[src/rtl/serial_sync_frame_tx.sv]
// Serial frame transmitter: 1011 sync header, MSB-first payload, optional even parity, guard zeros.
// Optional parity bit is compiled in when SERIAL_SYNC_FRAME_TX_PARITY_EN is defined.
module serial_sync_frame_tx #(
  parameter int unsigned DATA_W  = 8,
  parameter int unsigned GAP_LEN = 2
) (
  input  logic              clk,
  input  logic              rst,
  input  logic              in_valid,
  input  logic [DATA_W-1:0] in_data,
  output logic              in_ready,
  output logic              out,
  output logic              out_valid,
  output logic              frame_done
);

  localparam int unsigned CNT_MAX = (DATA_W > GAP_LEN) ? ((DATA_W > 4) ? DATA_W : 4)
                                                       : ((GAP_LEN > 4) ? GAP_LEN : 4);
  localparam int unsigned CNT_W   = $clog2(CNT_MAX);
  localparam logic [CNT_W-1:0] SYNC_LAST = CNT_W'(3);
  localparam logic [CNT_W-1:0] DATA_LAST = CNT_W'(DATA_W - 1);
  localparam logic [CNT_W-1:0] GAP_LAST  = CNT_W'((GAP_LEN > 0) ? GAP_LEN - 1 : 0);
  localparam logic [3:0]       HDR       = 4'b1011;

`ifdef SERIAL_SYNC_FRAME_TX_PARITY_EN
  typedef enum logic [2:0] {IDLE, SYNC, DATA, PAR, GAP} state_t;
  localparam bit PAR_EN = 1'b1;
  logic par;
`else
  typedef enum logic [2:0] {IDLE, SYNC, DATA, GAP} state_t;
  localparam bit PAR_EN = 1'b0;
`endif

  state_t            state;
  logic [CNT_W-1:0]  cnt;
  logic [DATA_W-1:0] shreg;

  // Ready is a pure function of state; reset masks it so nothing is accepted while held.
  assign in_ready = (state == IDLE) && !rst;

  // State register and registered outputs: out always holds the bit of the current state/cnt.
  always_ff @(posedge clk) begin
    if (rst) begin
      state      <= IDLE;
      cnt        <= '0;
      shreg      <= '0;
      out        <= 1'b0;
      out_valid  <= 1'b0;
      frame_done <= 1'b0;
`ifdef SERIAL_SYNC_FRAME_TX_PARITY_EN
      par        <= 1'b0;
`endif
    end else begin
      frame_done <= 1'b0;
      unique case (state)
        IDLE: begin
          out       <= 1'b0;
          out_valid <= 1'b0;
          if (in_valid) begin
            state     <= SYNC;
            cnt       <= '0;
            shreg     <= in_data;
            out       <= HDR[3];
            out_valid <= 1'b1;
`ifdef SERIAL_SYNC_FRAME_TX_PARITY_EN
            par       <= ^in_data;
`endif
          end
        end
        SYNC: begin
          if (cnt == SYNC_LAST) begin
            state      <= DATA;
            cnt        <= '0;
            out        <= shreg[DATA_W-1];
            shreg      <= shreg << 1;
            frame_done <= (DATA_W == 1) && !PAR_EN;
          end else begin
            cnt <= cnt + CNT_W'(1);
            out <= HDR[2'(CNT_W'(2) - cnt)];
          end
        end
        DATA: begin
          if (cnt == DATA_LAST) begin
`ifdef SERIAL_SYNC_FRAME_TX_PARITY_EN
            state      <= PAR;
            out        <= par;
            frame_done <= 1'b1;
`else
            state     <= (GAP_LEN == 0) ? IDLE : GAP;
            cnt       <= '0;
            out       <= 1'b0;
            out_valid <= 1'b0;
`endif
          end else begin
            cnt        <= cnt + CNT_W'(1);
            out        <= shreg[DATA_W-1];
            shreg      <= shreg << 1;
            frame_done <= ((cnt + CNT_W'(1)) == DATA_LAST) && !PAR_EN;
          end
        end
`ifdef SERIAL_SYNC_FRAME_TX_PARITY_EN
        PAR: begin
          state     <= (GAP_LEN == 0) ? IDLE : GAP;
          cnt       <= '0;
          out       <= 1'b0;
          out_valid <= 1'b0;
        end
`endif
        GAP: begin
          out       <= 1'b0;
          out_valid <= 1'b0;
          if (cnt == GAP_LAST) begin
            state <= IDLE;
            cnt   <= '0;
          end else begin
            cnt <= cnt + CNT_W'(1);
          end
        end
        default: begin
          state     <= IDLE;
          cnt       <= '0;
          out       <= 1'b0;
          out_valid <= 1'b0;
        end
      endcase
    end
  end

endmodule

[config.mk]
export PLATFORM = sky130hd
export DESIGN_NAME = serial_sync_frame_tx
export DESIGN_NICKNAME = d
export VERILOG_FILES = /design/src/rtl/serial_sync_frame_tx.sv
export SDC_FILE = /design/constraint.sdc
export NUM_CORES = 1
export LEC_CHECK = 0
export BUFFER_PORTS_ARGS = -buffer_cell sky130_fd_sc_hd__buf_2
export CORE_MARGIN = 8
export CORE_UTILIZATION = 59
export CTS_BUF_LIST = sky130_fd_sc_hd__clkbuf_8 sky130_fd_sc_hd__clkbuf_16
export DETAILED_ROUTE_END_ITERATION = 12
export PLACE_DENSITY = 0.92
export SYNTH_ARGS = -nofsm -noshare
export SYNTH_HDL_FRONTEND = slang
export SYNTH_SLANG_ARGS = --single-unit
[constraint.sdc]
create_clock -name clk -period 5.1 [get_ports clk]
set_input_delay 0.51 -clock clk [delete_from_list [all_inputs] [get_ports clk]]
set_output_delay 0.51 -clock clk [all_outputs]
set_load 0.01 [all_outputs]
== Word-level counts from Yosys, hierarchy flattened ==
Index checks and enable logic that the tools add are counted.

* $add $sub $neg: 2
* $lt $le $gt $ge: 1
* Eq/ne operators: 12
* Muxes and demuxes: 22
* Bitwise operators: 2
* Reductions and logical operators: 8

{| class="wikitable"
|+ Operator list
! cell !! number
|-
| $mux W3 || 8
|-
| $mux W8 || 3
|-
| $pmux W3 S4 || 2
|-
| $pmux W8 S3 || 1
|-
| $ne A2 B2 Y1 const B || 5
|-
| $eq A3 B2 Y1 const B || 3
|-
| $reduce_and A4 Y1 || 2
|-
| $eq A3 B1 Y1 const B || 2
|-
| $eq A3 B3 Y1 const B || 2
|-
| $pmux W1 S3 || 2
|-
| $mux W1 || 5
|-
| $add A3 B1 Y3 const B || 1
|-
| $logic_not A3 Y1 || 1
|-
| $lt A2 B3 Y1 const B || 1
|-
| $reduce_bool A3 Y1 || 1
|-
| $reduce_or A3 Y1 || 1
|-
| $bmux W1 S2 || 1
|-
| $not A1 Y1 || 2
|-
| $reduce_and A2 Y1 || 1
|-
| $sub A2 B2 Y2 const A || 1
|-
| $logic_and A1 B1 Y1 || 1
|-
| $logic_not A1 Y1 || 1
|}

* Flip-flop bits (word level): 17
* Input bits: 11

== Depth between registers and ports, before layout ==
* Depth in word-level cells: 5
* Depth in mapped cells: 8

== Worst setup path after synthesis ==
OpenSTA, ideal clock, no wires.

* Path kind: flip-flop to flip-flop
* Start point: reg state[0]
* End point: reg shreg[2]
* Arrival time: 1.727 ns
* Data required time: 5.021 ns
* Slack: 3.293 ns
* Cell stages (with the launch flop): 9
* Path through: dfxtp_1 -> inv_1 -> ha_1 -> nor2b_1 -> clkbuf_1 -> a2111oi_4 -> buf_6 -> nor2_1 -> a211oi_2

* Longest elaborated chain between the ends: 3
* Elaborated cells on any way between the ends: 9
* Those cells by class: 5 x eq/ne; 1 x mux; 3 x reduce/logical

{| class="wikitable"
|+ Ends and longest elaborated chain
! element !! RTL line !! RTL
|-
| start: declaration || 34 || <nowiki>state_t state;</nowiki>
|-
| start signal: assignment || 89 || <nowiki>state <= (GAP_LEN == 0) ? IDLE : GAP;</nowiki>
|-
| $eq A3 B2 Y1, or another cell as far along || 55 || <nowiki>unique case (state)</nowiki>
|-
| $ne A2 B2 Y1 (no source line) / $reduce_bool A3 Y1 (equally long branches) || n/a ||
|-
| $reduce_and A4 Y1 (no source line) || n/a ||
|-
| end signal: assignment || 62 || <nowiki>shreg <= in_data;</nowiki>
|-
| end signal: assignment || 75 || <nowiki>shreg <= shreg << 1;</nowiki>
|-
| end signal: assignment || 97 || <nowiki>shreg <= shreg << 1;</nowiki>
|-
| end: declaration || 36 || <nowiki>logic [DATA_W-1:0] shreg;</nowiki>
|}

Several ways; a longest one is shown, not always the timed one.
A chain may end at the register's enable or synchronous reset.

== Worst setup path after layout ==
* Start point: reg state[0]
* End point: reg shreg[3]

Same word-level chain as after synthesis.

==> results.toml <==
[die]
core_area_um2 = 1520
die_y_um = 56.7
die_w_um = 56.7
placementRows = 14
dieArea_um2 = 3220
initial_core_util_pct = 64.2
io_pins = 15

[sta]
clock_skew_ps = 5.19
period_minus_slack_ps = 2170
setup_viol = 0
rsz0062_at_grt = "false"
tightest_slew_ps = 846
max_freq_mhz = 460
finalHoldViolCount = 0
slew_headroom_pct = 43.6
final_max_slew_viol_count = 0
setup_tns_ps = 0
period_share_pct = 42.6
hold_ws_ps = 480

[setup_path]
cp_max_fo = 16
cp-start-kind = "flip-flop"
cp.buffers_inverters = 1
worstPathCellList = "inv_1 > ha_1 > and3_4 > a2111oi_4 > nor2_1 > a211oi_2"
cp-end-kind = "flip-flop"
critical_path.top_delay_family = "compound AO/OA/AOI/OAI gates"
criticalPathCategory = "reg2reg"
cp_slowest_stage_delay_ps = 780
arrival_ps = 2340
crit_slowest_cell = "a2111oi_4"
crit_required_ps = 5270

[logic_synthesis]
yosysSeqAreaShare_pct = 32.7
ys_ff_latch = 16
synth_compound_area_share_pct = 19.7
syn-num-nets = 125
syn_area_um2 = 978
synthAdderAreaFrac_pct = 15.3
ys_warn_count = 0
synthMuxAreaShare_pct = 8.18
yosys.cell_types.count = 31
yosys.area_share.xor_xnor_pct = 0
avgSynthCellArea_um2 = 9.59
synth_top_family_by_area = "compound AO/OA/AOI/OAI gates"
synthCells = 102
synth_simple_gate_area_share_pct = 19.4

[power_and_ir_drop]
p_sw_share_pct = 39.0
p_leak_nw = 0.466
combinationalPowerShare_pct = 48.4
p_clk_share_pct = 18.4
p_per_area_nw_per_um2 = 553
seqPwrFrac_pct = 33.2
p_int_w = 0.000370
p_switching_w = 0.000237
ir_drop_mv = 0.326

[route]
drtAntennaViolNets = 0
wl_per_cell_um = 14.2
remaining_drc_errors = 0
drt-total-wl_um = 1860
drtPass1Iterations = 4
drt_iter0_drc = 9
detailroute.via_count = 748
vias_per_cell = 5.71

[global_routing]
grtUsageTotal_pct = 12.5
antenna_found_initial = 0
grt_pass1_wl_um = 3310
grt_pass1_vias = 746
grt_overflow = 0
grt_max_degree = 20

[place]
dp_hpwl_um = 1390
place_congestion = 0.788
io_buffer_count = 14

[clock_network]
numCtsBuffers = 3
clockRootBuffer = "clkbuf_8"
clk_latency_ps = 250
path_clk_slew_ps = 60
holdBufCountCts = 0
post_cts_buffers = 0
cts_tree = "built"
clockBufferDepth = 2
clock_sinks = 16
h-tree-depth = 1
ctsResizeCount = 0

[final_layout]
syn_to_final_growth_pct = 12.1
drive_above_1_share_pct = 20.0
nets = 139
diodes = 0

[job]
cap_violations = 0

[hold_path]
hp-class = "reg2reg"

[run_status]
outcome = "complete, no violations"
-- state kept, by name, summed over array words and instances, names as in the netlist --
| name | cells |
|---|---|
| state | 2 |
| out | 1 |
| cnt | 3 |
| frame_done | 1 |
| shreg | 8 |
| out_valid | 1 |
-- cells by family (layout without fill, tap and decap cells) --
family	Yosys count	count (layout)
flip-flops	16	16
multiplexers	8	8
AO/OA/AOI/OAI	22	22
adder cells (fa/ha/maj)	12	12
buffers and inverters	10	23
AND/OR/NAND/NOR	34	34
-- worst paths after layout --
kind,from,endpoint,slack [ps],depth (start not counted)
setup / recovery,state[0]$_SDFFE_PP0P_,shreg[3]$_SDFFE_PP0P_,2930,6
hold / removal,shreg[0]$_SDFFE_PP0P_,shreg[0]$_SDFFE_PP0P_,480,2
setup reg to reg,state[0]$_SDFFE_PP0P_,shreg[3]$_SDFFE_PP0P_,2930,6
hold reg to reg,shreg[0]$_SDFFE_PP0P_,shreg[0]$_SDFFE_PP0P_,480,2
-- area by class of cell --
type,count,area [um2]
well taps,16,20.0
clock buffers,4,55.1
fillers,120,427
multi-input cells,76,613
inverters,5,18.8
repair buffers,14,70.1
flip-flops and latches,16,320
-- layer usage --
| layer | GRT usage, % | vias to the layer above | part of all wire [%] |
|---|---|---|---|
| li1 | - | 392 | - |
| met1 | 15.2 | 335 | 49 |
| met2 | 18.3 | 16 | 44 |
| met3 | 4.72 | 5 | 5.1 |
| met4 | 6.87 | 0 | 2.0 |
| met5 | 0 | - | 0 |
-- cell usage after synthesis --
| cell type | count | share of area, % |
|---|---|---|
| dfxtp_1 | 16 | 33 |
| ha_1 | 12 | 15 |
| nor2_1 | 12 | 4.6 |
| mux2i_1 | 8 | 8.2 |
| a211oi_1 | 7 | 5.4 |
| inv_1 | 5 | 1.9 |
| a21oi_1 | 4 | 2.0 |
| clkbuf_1 | 3 | 1.2 |
| nand2b_1 | 3 | 1.9 |
| nand3_1 | 3 | 1.5 |
| nor2b_1 | 3 | 1.9 |
| nor3b_1 | 3 | 2.3 |
| a211oi_2 | 2 | 2.6 |
| nand2_1 | 2 | 0.77 |
| nand3b_1 | 2 | 1.5 |
| nor3_1 | 2 | 1.0 |
| a2111o_1 | 1 | 1.2 |
| a2111oi_4 | 1 | 2.8 |
| a21boi_0 | 1 | 0.77 |
| a21o_1 | 1 | 0.77 |
| a222oi_1 | 1 | 1.0 |
| a32oi_1 | 1 | 0.90 |
| and2_1 | 1 | 0.64 |
| and3_1 | 1 | 0.64 |
| and3_4 | 1 | 1.2 |
| buf_1 | 1 | 0.38 |
| buf_6 | 1 | 1.2 |
| nand2b_4 | 1 | 1.4 |
| o21ai_0 | 1 | 0.51 |
| o31a_1 | 1 | 0.90 |
| o41ai_1 | 1 | 0.90 |
-- cells in the final DEF, fill, tap and decap left out, drive strengths merged, types with 2 or more instances in the layout --
cell type,count
dfxtp,16
buf,14
nor2,12
ha,12
a211oi,9
mux2i,8
inv,5
a21oi,4
clkbuf,4
nand2b,4
nor2b,3
nand3,3
nor3b,3
nor3,2
nand3b,2
nand2,2
and3,2
-- through the flow --
stage / worst slack (ps) / util, % / instances / cell area (um2) / total power [W]
floorplan: 3290 / - / 102 / 978 / 0.000447
finish: 2930 / 72.0 / 131 / 1100 / 0.000607
global placement: 3090 / 68.4 / 127 / 1040 / 0.000482
CTS: 2910 / 72.0 / 131 / 1100 / 0.000611
detailed placement: 2920 / 68.4 / 127 / 1040 / 0.000497
global route: 2650 / 72.0 / 131 / 1100 / 0.000663
-- power groups by stage --
stage                     Sequential, W  Clock [W]  Combinational, W
final                          0.000201   0.000112          0.000294
after global routing           0.000208   0.000122          0.000333
after CTS                      0.000202   0.000115          0.000295
after detailed placement       0.000204          0          0.000293
after global placement         0.000200          0          0.000282
after floorplan                0.000197          0          0.000250
-- worst min-delay path, delay by kind of cell, from the launching register on --
kind,cells,cell delay (ps)
flip-flops,1,310
AND/OR/NAND/NOR,1,60
AO/OA/AOI/OAI,1,60
Power figures use the tool's default switching activity.
